<file path="src/rtl/spi_cmd_ctrl.sv">
// SPI command sequencer: turns a command byte plus a 16-bit word into a register write or read.
// Optional macro AUTO_INC_EN: further word pairs in the same frame write to incrementing addresses.
module spi_cmd_ctrl #(
    parameter int         ADDR_W         = 7,
    parameter int         TIMEOUT_CYCLES = 100000,
    parameter logic [7:0] STATUS_BYTE    = 8'hA5
) (
    input  logic              i_sys_clk,
    input  logic              i_rst,
    input  logic [7:0]        i_byte,
    input  logic              i_byte_valid,
    input  logic              i_spi_ss,
    input  logic [15:0]       i_rd_data,
    output logic              o_wr_en,
    output logic              o_rd_en,
    output logic [ADDR_W-1:0] o_addr,
    output logic [15:0]       o_wr_data,
    output logic [7:0]        o_tx_byte,
    output logic              o_busy,
    output logic              o_err
);

    localparam logic [2:0] IDLE   = 3'd0;
    localparam logic [2:0] WR_HI  = 3'd1;
    localparam logic [2:0] WR_LO  = 3'd2;
    localparam logic [2:0] RD_LAT = 3'd3;
    localparam logic [2:0] RD_HI  = 3'd4;
    localparam logic [2:0] RD_LO  = 3'd5;

    localparam int            TW     = $clog2(TIMEOUT_CYCLES + 1);
    localparam logic [TW-1:0] T_LAST = TW'(TIMEOUT_CYCLES - 1);

    logic [2:0]    state;
    logic [TW-1:0] timer;
    logic [7:0]    rd_lo;
    logic          ss_prev;
    logic          ss_rise;
    logic          byte_ok;
    logic          timed_out;
    logic          boundary;

`ifdef AUTO_INC_EN
    logic burst;
    assign boundary = (state == WR_HI) && burst;
`else
    logic drain;
    assign boundary = 1'b0;
`endif

    assign ss_rise   = i_spi_ss && !ss_prev;
    assign byte_ok   = i_byte_valid && !i_spi_ss;
    assign timed_out = (timer == T_LAST);
    assign o_busy    = (state != IDLE);

    // Inter-byte watchdog; idle and the read-latency cycle never count toward an abort.
    always_ff @(posedge i_sys_clk) begin
        if (i_rst) begin
            timer   <= '0;
            ss_prev <= 1'b1;
        end else begin
            ss_prev <= i_spi_ss;
            if (i_byte_valid || state == IDLE || state == RD_LAT || timed_out)
                timer <= '0;
            else
                timer <= timer + 1'b1;
        end
    end

    always_ff @(posedge i_sys_clk) begin
        if (i_rst) begin
            state     <= IDLE;
            rd_lo     <= '0;
            o_wr_en   <= 1'b0;
            o_rd_en   <= 1'b0;
            o_addr    <= '0;
            o_wr_data <= '0;
            o_tx_byte <= STATUS_BYTE;
            o_err     <= 1'b0;
`ifdef AUTO_INC_EN
            burst     <= 1'b0;
`else
            drain     <= 1'b0;
`endif
        end else begin
            o_wr_en <= 1'b0;
            o_rd_en <= 1'b0;
`ifdef AUTO_INC_EN
            // Step the address once the previous word's strobe has been seen.
            if (o_wr_en && state == WR_HI)
                o_addr <= o_addr + 1'b1;
`else
            if (i_spi_ss)
                drain <= 1'b0;
`endif
            if (state != IDLE && ss_rise) begin
                state     <= IDLE;
                o_tx_byte <= STATUS_BYTE;
                if (!boundary)
                    o_err <= 1'b1;
`ifdef AUTO_INC_EN
                burst <= 1'b0;
`endif
            end else if (state != IDLE && state != RD_LAT && !i_byte_valid && timed_out) begin
                state     <= IDLE;
                o_tx_byte <= STATUS_BYTE;
                o_err     <= 1'b1;
`ifdef AUTO_INC_EN
                burst <= 1'b0;
`endif
            end else begin
                case (state)
                    IDLE: begin
                        if (byte_ok) begin
`ifndef AUTO_INC_EN
                            if (drain) begin
                                o_err <= 1'b1;
                            end else begin
`else
                            begin
                                burst <= 1'b0;
`endif
                                o_addr <= i_byte[ADDR_W-1:0];
                                o_err  <= 1'b0;
                                if (i_byte[7]) begin
                                    state <= WR_HI;
                                end else begin
                                    o_rd_en <= 1'b1;
                                    state   <= RD_LAT;
                                end
                            end
                        end
                    end
                    WR_HI: begin
                        if (byte_ok) begin
                            o_wr_data[15:8] <= i_byte;
                            state           <= WR_LO;
                        end
                    end
                    WR_LO: begin
                        if (byte_ok) begin
                            o_wr_data[7:0] <= i_byte;
                            o_wr_en        <= 1'b1;
`ifdef AUTO_INC_EN
                            state <= WR_HI;
                            burst <= 1'b1;
`else
                            state <= IDLE;
                            drain <= 1'b1;
`endif
                        end
                    end
                    RD_LAT: begin
                        o_tx_byte <= i_rd_data[15:8];
                        rd_lo     <= i_rd_data[7:0];
                        state     <= RD_HI;
                    end
                    RD_HI: begin
                        if (byte_ok) begin
                            o_tx_byte <= rd_lo;
                            state     <= RD_LO;
                        end
                    end
                    RD_LO: begin
                        if (byte_ok) begin
                            o_tx_byte <= STATUS_BYTE;
                            state     <= IDLE;
                        end
                    end
                    default: state <= IDLE;
                endcase
            end
        end
    end

endmodule

</file>
<file path="config.mk">
export PLATFORM = sky130hd
export DESIGN_NAME = spi_cmd_ctrl
export DESIGN_NICKNAME = d
export VERILOG_FILES = /design/src/rtl/spi_cmd_ctrl.sv
export SDC_FILE = /design/constraint.sdc
export NUM_CORES = 1
export LEC_CHECK = 0
export BUFFER_PORTS_ARGS = -buffer_cell sky130_fd_sc_hd__clkbuf_2
export CAP_MARGIN = 20
export CORE_UTILIZATION = 28
export CTS_CLUSTER_SIZE = 25
export DETAILED_ROUTE_END_ITERATION = 10
export PLACE_DENSITY = 0.53
export SLEW_MARGIN = 10
export SYNTH_ARGS = -nofsm -noshare
export SYNTH_HDL_FRONTEND = slang
export SYNTH_SLANG_ARGS = --single-unit
</file>
<file path="constraint.sdc">
create_clock -name i_sys_clk -period 5.45 [get_ports i_sys_clk]
set_input_delay 0.2725 -clock i_sys_clk [delete_from_list [all_inputs] [get_ports i_sys_clk]]
set_output_delay 0.2725 -clock i_sys_clk [all_outputs]
set_load 0.1 [all_outputs]
</file>
Word level (Yosys, flattened, before mapping) --
Cells that the tools add are included.
Operators by class: add/sub/neg operators 1, multiply operators 0, divide/modulo/power cells 0, magnitude comparators 0, equality and inequality tests 13, shift-type cells 0, mux-type cells 22, bitwise logic cells 6, reduce and logical (&&, ||, !) cells 29
Operators with widths (number):
- 8-bit one-hot mux with 3 select lines | 1
- 17-bit by 1-bit adder with 17-bit output, second input constant | 1
- 17-bit == test, second input constant | 1
- 8-bit 2-to-1 mux | 2
- 3-bit 2-to-1 mux | 5
- 3-bit one-hot mux with 5 select lines | 1
- 1-bit 2-to-1 mux | 12
- 3-bit nonzero test | 4
- 2-bit != test, second input constant | 5
- 5-bit AND reduction | 2
- 4-bit AND reduction | 2
- 3-bit by 2-bit == test with 1-bit output, second input constant | 2
- 3-bit == test, second input constant | 2
- 1-bit logical AND | 6
- 1-bit inverter | 6
- 3-bit AND reduction | 2
- 6-bit OR reduction | 1
- 2-bit OR reduction | 2
- 4-bit OR reduction | 1
- 3-bit by 1-bit == test with 1-bit output, second input constant | 1
- 1-bit logical NOT | 3
- 3-bit logical NOT | 1
- 1-bit logical OR | 3
- 3-bit by 2-bit != test with 1-bit output, second input constant | 1
- 4 further kinds | 4
Storage, ports and cells: bits in registers 64, latch bits 0, bits in writable memories 0, ROM bits 0, input bits 28, output and inout bits 35, word-level logic and storage cells 83, memories kept 0

Logic depth before layout (Yosys ltp) --
Gate-level depths: netlist of run 1.
word-level depth 6, mapped depth 7, mapped depth without buffers 5

Worst setup path before layout of run 1 --
Ideal clock, no wire load.
kind flip-flop to flip-flop, start register state[1], end register o_tx_byte[2], library setup time 0.120 ns, arrival 1.750 ns, data required time 5.330 ns, slack 3.580 ns, stages on the path, launching flop included 8, path buffers 3, period minus slack after synthesis 1.870 ns, path through dfxtp_1 -> buf_6 -> or3_1 -> buf_6 -> nor3b_1 -> a211o_1 -> buf_6 -> a211o_1
On the way: longest elaborated chain between the ends 5, elaborated cells between the ends (all ways) 15, classes of those cells eq/ne: 6; mux: 1; reduce/logical: 8
RTL lines:
- start: declaration | line 33 | logic [2:0] state;
- start signal: assignment | line 71 | state <= IDLE;
- start signal: assignment | line 96 | state <= IDLE;
- start signal: assignment | line 104 | state <= IDLE;
- 3-bit nonzero test (*)
- via o_busy | line 19 | output logic o_busy,
- 1-bit logical AND (3 in a row) | line 103 | end else if (state != IDLE && state != RD_LAT && !i_byte_valid && timed_out) begin
- 3-bit OR reduction (no source line) (*)
- end signal: assignment | line 153 | o_tx_byte <= i_rd_data[15:8];
- end signal: assignment | line 159 | o_tx_byte <= rd_lo;
- end: declaration | line 18 | output logic [7:0] o_tx_byte,
The timed path passes the listed nets; every way through them passes the cells marked *. A chain may end at the register's enable or synchronous reset.

Final worst setup path of run 1 --
start register timer[10], end register timer[12]
On the way: longest elaborated chain between the ends 3, elaborated cells between the ends (all ways) 4, classes of those cells add/sub: 1; eq/ne: 1; reduce/logical: 2
RTL lines:
- start: declaration | line 34 | logic [TW-1:0] timer;
- start signal: assignment | line 65 | timer <= timer + 1'b1;
- parallel branches: the longest is 3 deep, another holds 17-bit by 1-bit adder with 17-bit output
Parallel ways; which one is timed is not known.

==> results of run 1 <==
-- final timing paths --
| kind | from | to | slack (ns) | cells past startpoint |
|---|---|---|---|---|
| worst max-delay path | timer[10] | timer[12] | 3.42 | 4 |
| worst min-delay path | i_byte[7] | o_rd_en | 0.16 | 2 |
| worst max register to register | timer[10] | timer[12] | 3.42 | 4 |
| worst min register to register | timer[0] | timer[0] | 0.44 | 1 |
-- area by class of cell --
type                            count  area, sq um
Clock inverter                      3         42.5
Multi-Input combinational cell    192         1230
Clock buffer                       11          151
Fill cell                         921         5710
Timing Repair Buffer               63          318
Sequential cell                    64         1280
Tap cell                          108          135
Inverter                            5         18.8
-- power by group through the flow --
| stage | combinational (mW) | clock (mW) | sequential (mW) |
|---|---|---|---|
| 3_5_place_dp | 0.111 | 0 | 0.494 |
| 6_report | 0.110 | 0.403 | 0.484 |
| 5_1_grt | 0.118 | 0.444 | 0.485 |
| 3_3_place_gp | 0.111 | 0 | 0.494 |
| 2_1_floorplan | 0.0453 | 0 | 0.537 |
| 4_1_cts | 0.111 | 0.418 | 0.484 |
-- sequential cells by signal, summed over array words and instances, names as in the netlist --
signal	count
timer	17
o_wr_data	16
o_tx_byte	8
rd_lo	8
o_addr	7
state	3
drain	1
o_err	1
o_rd_en	1
o_wr_en	1
ss_prev	1
-- kinds of logic after synthesis --
logic type	share of synthesized area (%)
compound gates	5.45
xor+xnor	5.35
fa+ha+maj	0.478
buf+inv	4.30
flops	48.9
mux	11.9
simple gates	23.6
-- layer usage --
layer | global-route usage [%] | up-vias | wire length (um)
met1 | 16.5 | 978 | 2740
met3 | 5.39 | 9 | 301
met4 | 5.51 | 0 | 91
li1 | - | 1071 | -
met2 | 19.6 | 40 | 2620
met5 | 0 | - | 0
-- per-stage QoR --
| stage | hold WS, ns | instances | instance area [sq um] | total power, mW | worst slack, ns |
|---|---|---|---|---|---|
| 2_1_floorplan | 0.349 | 276 | 2620 | 0.583 | 3.58 |
| 3_3_place_gp | 0.429 | 432 | 2980 | 0.605 | 3.44 |
| 3_5_place_dp | 0.436 | 432 | 2980 | 0.605 | 3.40 |
| 4_1_cts | 0.143 | 446 | 3180 | 1.01 | 3.39 |
| 5_1_grt | 0.140 | 446 | 3180 | 1.05 | 3.20 |
| 6_report | 0.160 | 446 | 3180 | 0.997 | 3.42 |
-- critical path, stage by stage, from the launching register on --
cell,delay [ns]
dfxtp_1,0.42
or4b_1,0.47
nor4_2,0.36
or3b_1,0.53
nor2_1,0.11
-- layout by cell type, fill, tap and decap left out, drive strengths merged, types with 2 or more instances in the layout --
cell and count:
nor4 7, xnor2 12, a21oi 4, nor3 18
and3 4, xor2 4, nand2b 2, inv 5
a211o 5, nor3b 3, nor2 62, nor2b 2
mux2i 31, clkbuf 73, nand3 5, dfxtp 64
a211oi 7, or4b 2, nand2 6, nand4 6
==> impl_metrics.env, run 1 <==
export IMPL_nNetsFinal=364
export IMPL_vias_per_cell=4.70
export IMPL_ys_top_cells_by_area="dfxtp_1 49%, mux2i_1 12%, nor2_1 8.9%"
export IMPL_routed_wl_mm=5.75
export IMPL_hold_violations=0
export IMPL_crit_fanout=17
export IMPL_grt_pass1_vias=2033
export IMPL_worstSetupEndpointType="flip-flop"
export IMPL_power_density_mw_per_mm2=314
export IMPL_synth_distinct_cells=37
export IMPL_start_kind="flip-flop"
export IMPL_rows=34
export IMPL_cts_sinks=64
export IMPL_drc_errors=0
export IMPL_synth_main_ff_cell="dfxtp_1"
export IMPL_setup_viol=0
export IMPL_post_synth_top_area_fraction_pct=48.9
export IMPL_final_util_pct=35.7
export IMPL_grt_max_degree=39
export IMPL_ir_drop_uv=91.0
export IMPL_clkTransAtPathRegs_ns=0.07
export IMPL_outcome="completed"
export IMPL_fmax_mhz=494
export IMPL_synth_nets=305
export IMPL_io_pins=63
export IMPL_drt_iter0_drc=91
export IMPL_dr_pass1_iters=6
export IMPL_cp_arrival_ns=2.22
export IMPL_cp_required_ns=5.64
export IMPL_synth_top_area_cell="dfxtp_1"
export IMPL_synth_seq_cells=64
export IMPL_max_cap_violations=0
export IMPL_die_w_um=98.7
export IMPL_synth_common_cells="64 x dfxtp_1, 62 x nor2_1, 31 x mux2i_1"
export IMPL_path_class="reg2reg"
export IMPL_synth_edf_count=0
export IMPL_hp_class="in2reg"
export IMPL_p_sw_mw=0.264
export IMPL_overflow=0
export IMPL_finalCriticalPeriod_ns=2.03
export IMPL_place_congestion=0.788
export IMPL_antenna_found_initial=0
export IMPL_diodes=0
export IMPL_cts_tree="yes"
export IMPL_core_area_sq_mm=0.00889
export IMPL_p_leak_nw=1.26
export IMPL_power_frac_seq_pct=48.5
export IMPL_p_int_mw=0.733
export IMPL_root_buffer="clkbuf_8"
export IMPL_io_buffers=62
export IMPL_grt_usage_pct=13.0
export IMPL_finalSetupTns_ns=0
export IMPL_rsz0062_at_grt="false"
export IMPL_synth_area_sq_mm=0.00262
export IMPL_vias=2098
export IMPL_syn_to_final_growth_pct=21.4
export IMPL_start_util_pct=29.4
export IMPL_worst_clock_skew_ns=0.00727
export IMPL_drive_above_1_share_pct=24.0
export IMPL_cts_setup_buffers=0
export IMPL_synthCells=276
export IMPL_swShare_pct=26.5
export IMPL_die_height_um=98.7
export IMPL_yosys_warnings=0
export IMPL_grt_pass1_wl_mm=9.88
export IMPL_comb_power_share_pct=11.1
export IMPL_holdBufCountCts=0
export IMPL_htreeDepth=3
export IMPL_clockBufferDepth=2
export IMPL_wl_per_cell_um=12.9
export IMPL_numCtsBuffers=9
export IMPL_slew_violations=0
export IMPL_dieArea_sq_mm=0.00974
export IMPL_slew_limit_headroom_pct=39.7
export IMPL_period_share_pct=37.2
export IMPL_avgSynthCellArea_sq_um=9.48
export IMPL_yosysSeqAreaShare_pct=48.9
export IMPL_async_reset_ff_share_pct=0
export IMPL_insertion_delay_ns=0.33
export IMPL_clockPowerShare_pct=40.4
export IMPL_synth_most_common_cell="dfxtp_1"
export IMPL_ant_nets=0
export IMPL_hpwl_mm=4.09
export IMPL_worst_slew_pin_slew_ns=0.904
export IMPL_post_cts_resized=0
No activity file was read; power rests on OpenSTA's default activity.
==> run 2: changes to the inputs <==
Clock period 5.45 ns to 1.95 ns, I/O delays scaled along.
==> impl_metrics.env, run 2 (same netlist as run 1, synthesis figures left out) <==
export IMPL_outcome="completed"
export IMPL_die_height_um=98.7
export IMPL_multiInputGateArea_sq_mm=0.00123
export IMPL_dieArea_sq_mm=0.00974
export IMPL_io_pins=63
export IMPL_cts_tree="yes"
export IMPL_final_util_pct=37.7
export IMPL_insertion_delay_ns=0.34
export IMPL_place_congestion=0.768
export IMPL_ant_nets=0
export IMPL_overflow=0
export IMPL_placedCellCount=446
export IMPL_grt_max_degree=28
export IMPL_grt_pass1_vias=2129
export IMPL_whs_path_depth=3
export IMPL_fmax_mhz=542
export IMPL_worst_slew_pin_slew_ns=0.556
export IMPL_top_layer_used="met4"
export IMPL_clockBufferDepth=2
export IMPL_nFillCells=930
export IMPL_crit_fanout=17
export IMPL_wl_per_cell_um=12.9
export IMPL_rows=34
export IMPL_start_kind="flip-flop"
export IMPL_dr_wl_met3_um=252
export IMPL_hold_violations=0
export IMPL_syn_to_final_growth_pct=27.9
export IMPL_grt_usage_pct=13.2
export IMPL_hpwl_mm=4.32
export IMPL_largest_register="timer"
export IMPL_routed_wl_mm=6.01
export IMPL_core_area_sq_mm=0.00889
export IMPL_final_cells=467
export IMPL_slew_limit_headroom_pct=63.1
export IMPL_max_cap_violations=0
export IMPL_numCtsBuffers=9
export IMPL_wl_met2_mm=2.78
export IMPL_layout_common_cells="64 x dfxtp_1, 62 x nor2_1, 62 x clkbuf_2"
export IMPL_finalCriticalPeriod_ns=1.85
export IMPL_start_util_pct=29.4
export IMPL_regArea_sq_mm=0.00128
export IMPL_rsz0062_at_grt="false"
export IMPL_drive_above_1_share_pct=26.7
export IMPL_top_regs="timer (17), o_wr_data (16)"
export IMPL_drc_errors=0
export IMPL_die_w_um=98.7
export IMPL_grt_pass1_wl_mm=10.1
export IMPL_largest_reg_flops=17
export IMPL_rr_worst_depth=6
export IMPL_antenna_found_initial=0
export IMPL_hp_class="in2reg"
export IMPL_finalSetupTns_ns=0
export IMPL_m1WireLength_mm=2.86
export IMPL_diodes=0
export IMPL_dr_pass1_iters=4
export IMPL_total_power_mw=2.78
export IMPL_worst_clock_skew_ns=0.0105
export IMPL_p_leak_nw=1.36
export IMPL_worstSetupEndpointType="flip-flop"
export IMPL_vias_per_cell=4.66
export IMPL_io_buffers=62
export IMPL_setup_viol=0
export IMPL_root_buffer="clkbuf_8"
export IMPL_htreeDepth=3
export IMPL_drt_iter0_drc=66
export IMPL_cp_arrival_ns=2.07
export IMPL_path_class="reg2reg"
export IMPL_ir_drop_uv=292
export IMPL_clkTransAtPathRegs_ns=0.06
export IMPL_slew_violations=0
export IMPL_power_density_mw_per_mm2=830
export IMPL_cts_setup_buffers=0
export IMPL_final_common_cell="dfxtp_1"
export IMPL_cp_required_ns=2.17
export IMPL_period_share_pct=94.7
export IMPL_nNetsFinal=384
export IMPL_vias=2176
export IMPL_cts_sinks=64
-- run 2: cell count changes in the layout (fill, tap and decap cells not counted), sizes merged --
| cell | previous run | this run |
|---|---|---|
| buf | 1 | 15 |
| clkinv | 1 | 3 |
| clkinvlp | 1 | 0 |
| dlygate4sd3 | 0 | 6 |
-- run 2: critical path: stages, from the launching register on --
cell and delay (ns):
dfxtp_1 0.33, or4b_1 0.54, nor4_2 0.34, buf_4 0.17, or3b_1 0.14, buf_12 0.15
nor2_1 0.06
-- run 2: path summary, 6_finish.rpt --
| check | slack (ns) | end | startpoint |
|---|---|---|---|
| hold reg to reg | 0.45 | timer[0] | timer[0] |
| hold / removal | 0.02 | rd_lo[7] | i_rd_data[7] |
| setup / recovery | 0.10 | timer[9] | timer[8] |
| setup reg to reg | 0.10 | timer[9] | timer[8] |
-- run 2: cell type report --
class / instances / share of cell area [%]
flip-flops and latches: 64 / 38.3
inverters: 5 / 0.561
multi-input cells: 192 / 36.8
clock buffers: 11 / 4.22
repair buffers: 83 / 14.8
clock inverters: 4 / 1.35
well taps: 108 / 4.04
-- run 2: metrics by stage --
stage                     cell area [sq um]  worst slack [ns]  hold WS [ns]
after floorplan                        2620            0.0799         0.174
after global placement                 3100             0.164         0.332
after detailed placement               3100            0.0876         0.329
after CTS                              3350            0.0802       0.00163
after global routing                   3350            0.0113        0.0163
final                                  3350             0.104        0.0174
-- run 2: power breakdown --
group          internal [mW]  switching [mW]  total [mW]
clock                  0.612           0.480        1.09
combinational         0.0941           0.246       0.340
sequential              1.33          0.0153        1.35
total                   2.04           0.742        2.78
-- run 2: timing repair --
item                                    CTS  global route
endpoints found under the setup margin    0             9
gates resized for setup                   0             1
hold buffers                              6             0
hold endpoints to repair                  6             0
-- run 2: layer usage --
| layer | GRT usage (%) | vias to the layer above |
|---|---|---|
| li1 | - | 1114 |
| met1 | 16.4 | 1015 |
| met2 | 20.9 | 37 |
| met3 | 3.12 | 10 |
| met4 | 7.58 | 0 |
| met5 | 0 | - |
==> run 3: changes to the inputs <==
Settings changed: PLACE_DENSITY 0.53 to not set.
==> impl_metrics.env, run 3 (same netlist as run 1, synthesis figures left out) <==
export IMPL_die_w_um=98.7
export IMPL_ant_nets=0
export IMPL_io_pins=63
export IMPL_path_class="reg2out"
export IMPL_grt_util_met3_pct=3.62
export IMPL_power_density_mw_per_mm2=912
export IMPL_hp_start="i_rd_data[0]"
export IMPL_insertion_delay_ns=0.34
export IMPL_hold_violations=0
export IMPL_fin_hold_ws_ns=0.0112
export IMPL_top_usage_layer="met2"
export IMPL_clockBufferDepth=2
export IMPL_grtUsageMet2_pct=20.6
export IMPL_hp_class="in2reg"
export IMPL_placedCellCount=446
export IMPL_routed_wl_mm=6.10
export IMPL_whs_endpoint="rd_lo[0]"
export IMPL_total_power_mw=3.12
export IMPL_fmax_mhz=575
export IMPL_drive_above_1_share_pct=27.5
export IMPL_io_buffers=62
export IMPL_overflow=0
export IMPL_nFillCells=883
export IMPL_vias_per_cell=4.70
export IMPL_hpwl_mm=4.33
export IMPL_ir_drop_uv=291
export IMPL_worst_clock_skew_ns=0.00977
export IMPL_cp_arrival_ns=1.64
export IMPL_rr_worst_depth=4
export IMPL_numCtsBuffers=9
export IMPL_slew_limit_headroom_pct=63.3
export IMPL_root_buffer="clkbuf_8"
export IMPL_timing_rr_start="timer[6]"
export IMPL_dr_pass1_iters=4
export IMPL_nNetsFinal=384
export IMPL_layout_common_cells="64 x dfxtp_1, 62 x nor2_1, 62 x clkbuf_2"
export IMPL_crit_start="state[1]"
export IMPL_max_cap_violations=0
export IMPL_syn_to_final_growth_pct=30.6
export IMPL_grt_usage_pct=13.3
export IMPL_drt_iter0_drc=95
export IMPL_grt_pass1_wl_mm=10.0
export IMPL_crit_fanout=9
export IMPL_dpl_cell_area_sq_mm=0.00310
export IMPL_dieArea_sq_mm=0.00974
export IMPL_cp_required_ns=1.85
export IMPL_drc_errors=0
export IMPL_whs_path_depth=3
export IMPL_start_kind="flip-flop"
export IMPL_final_common_cell="dfxtp_1"
export IMPL_htreeDepth=3
export IMPL_finalSetupTns_ns=0
export IMPL_finalCriticalPeriod_ns=1.74
export IMPL_top_regs="timer (17), o_wr_data (16)"
export IMPL_worst_slew_pin_slew_ns=0.553
export IMPL_slew_violations=0
export IMPL_period_share_pct=89.1
export IMPL_largest_reg_flops=17
export IMPL_cts_tree="yes"
export IMPL_clkTransAtPathRegs_ns=0.07
export IMPL_wl_per_cell_um=13.0
export IMPL_grt_pass1_vias=2119
export IMPL_rows=34
export IMPL_grt_max_degree=29
export IMPL_setup_viol=0
export IMPL_worstSetupEndpointType="primary output"
export IMPL_diodes=0
export IMPL_antenna_found_initial=0
export IMPL_largest_register="timer"
export IMPL_start_util_pct=29.4
export IMPL_rrSetupSlack_ns=0.21
export IMPL_p_leak_nw=1.39
export IMPL_vias=2199
export IMPL_final_cells=468
export IMPL_core_area_sq_mm=0.00889
export IMPL_r2r_end="o_tx_byte[4]"
export IMPL_die_height_um=98.7
export IMPL_outcome="completed"
export IMPL_met1_usage_pct=16.6
export IMPL_rsz0062_at_grt="false"
export IMPL_cts_sinks=64
export IMPL_place_congestion=0.828
export IMPL_final_area_sq_mm=0.00342
[run 3: changes by cell type in the layout (fill, tap and decap cells not counted), sizes merged]
cell,before,now
bufinv,1,3
clkinvlp,0,1
clkbuf,73,72
inv,5,6
clkinv,3,1
[run 3: per-layer routing]
metal,wire (um),up-vias
met2,2870,43
met1,2860,1030
met3,248,11
li1,-,1115
met5,0,-
met4,118,0
[run 3: area by class of cell]
class | instances | area, sq um | share of cell area [%]
flip-flops and latches | 64 | 1280 | 37.5
multi-input cells | 192 | 1230 | 36.1
repair buffers | 83 | 495 | 14.5
clock buffers | 10 | 138 | 4.03
well taps | 108 | 135 | 3.95
clock inverters | 6 | 115 | 3.37
inverters | 5 | 18.8 | 0.549
[run 3: critical path, stage by stage, from the launching register on]
cell      delay, ns
dfxtp_1        0.39
or3_1          0.39
buf_4          0.16
clkbuf_2       0.36
[run 3: worst max path at each step]
stage | endpoint | slack (ns) | cells past startpoint
3_5_place_dp | o_tx_byte[4] | 0.07 | 4
3_3_place_gp | o_tx_byte[6] | 0.13 | 4
4_1_cts | o_tx_byte[4] | 0.06 | 4
6_report | o_busy | 0.21 | 3
5_1_grt | o_tx_byte[4] | 0.11 | 4
2_1_floorplan | o_tx_byte[2] | 0.08 | 7
[run 3: timing repair]
item	in CTS	in global routing
endpoints found under the setup margin	0	8
hold buffers	6	0
buffers inserted	0	0
hold endpoints to repair	6	0
resized for setup	0	2
[run 3: power by group]
| group | switching [mW] | leakage, nW | internal (mW) |
|---|---|---|---|
| Sequential | 0.0162 | 0.518 | 1.33 |
| Combinational | 0.246 | 0.745 | 0.0961 |
| Clock | 0.539 | 0.123 | 0.890 |
| Total | 0.801 | 1.39 | 2.32 |
[run 3: per-stage QoR]
| step | util (%) | worst slack [ns] |
|---|---|---|
| final | 38.4 | 0.212 |
| after global routing | 38.4 | 0.111 |
| after CTS | 38.4 | 0.0633 |
| after detailed placement | 34.9 | 0.0693 |
| after global placement | 34.9 | 0.128 |
| after floorplan | - | 0.0799 |
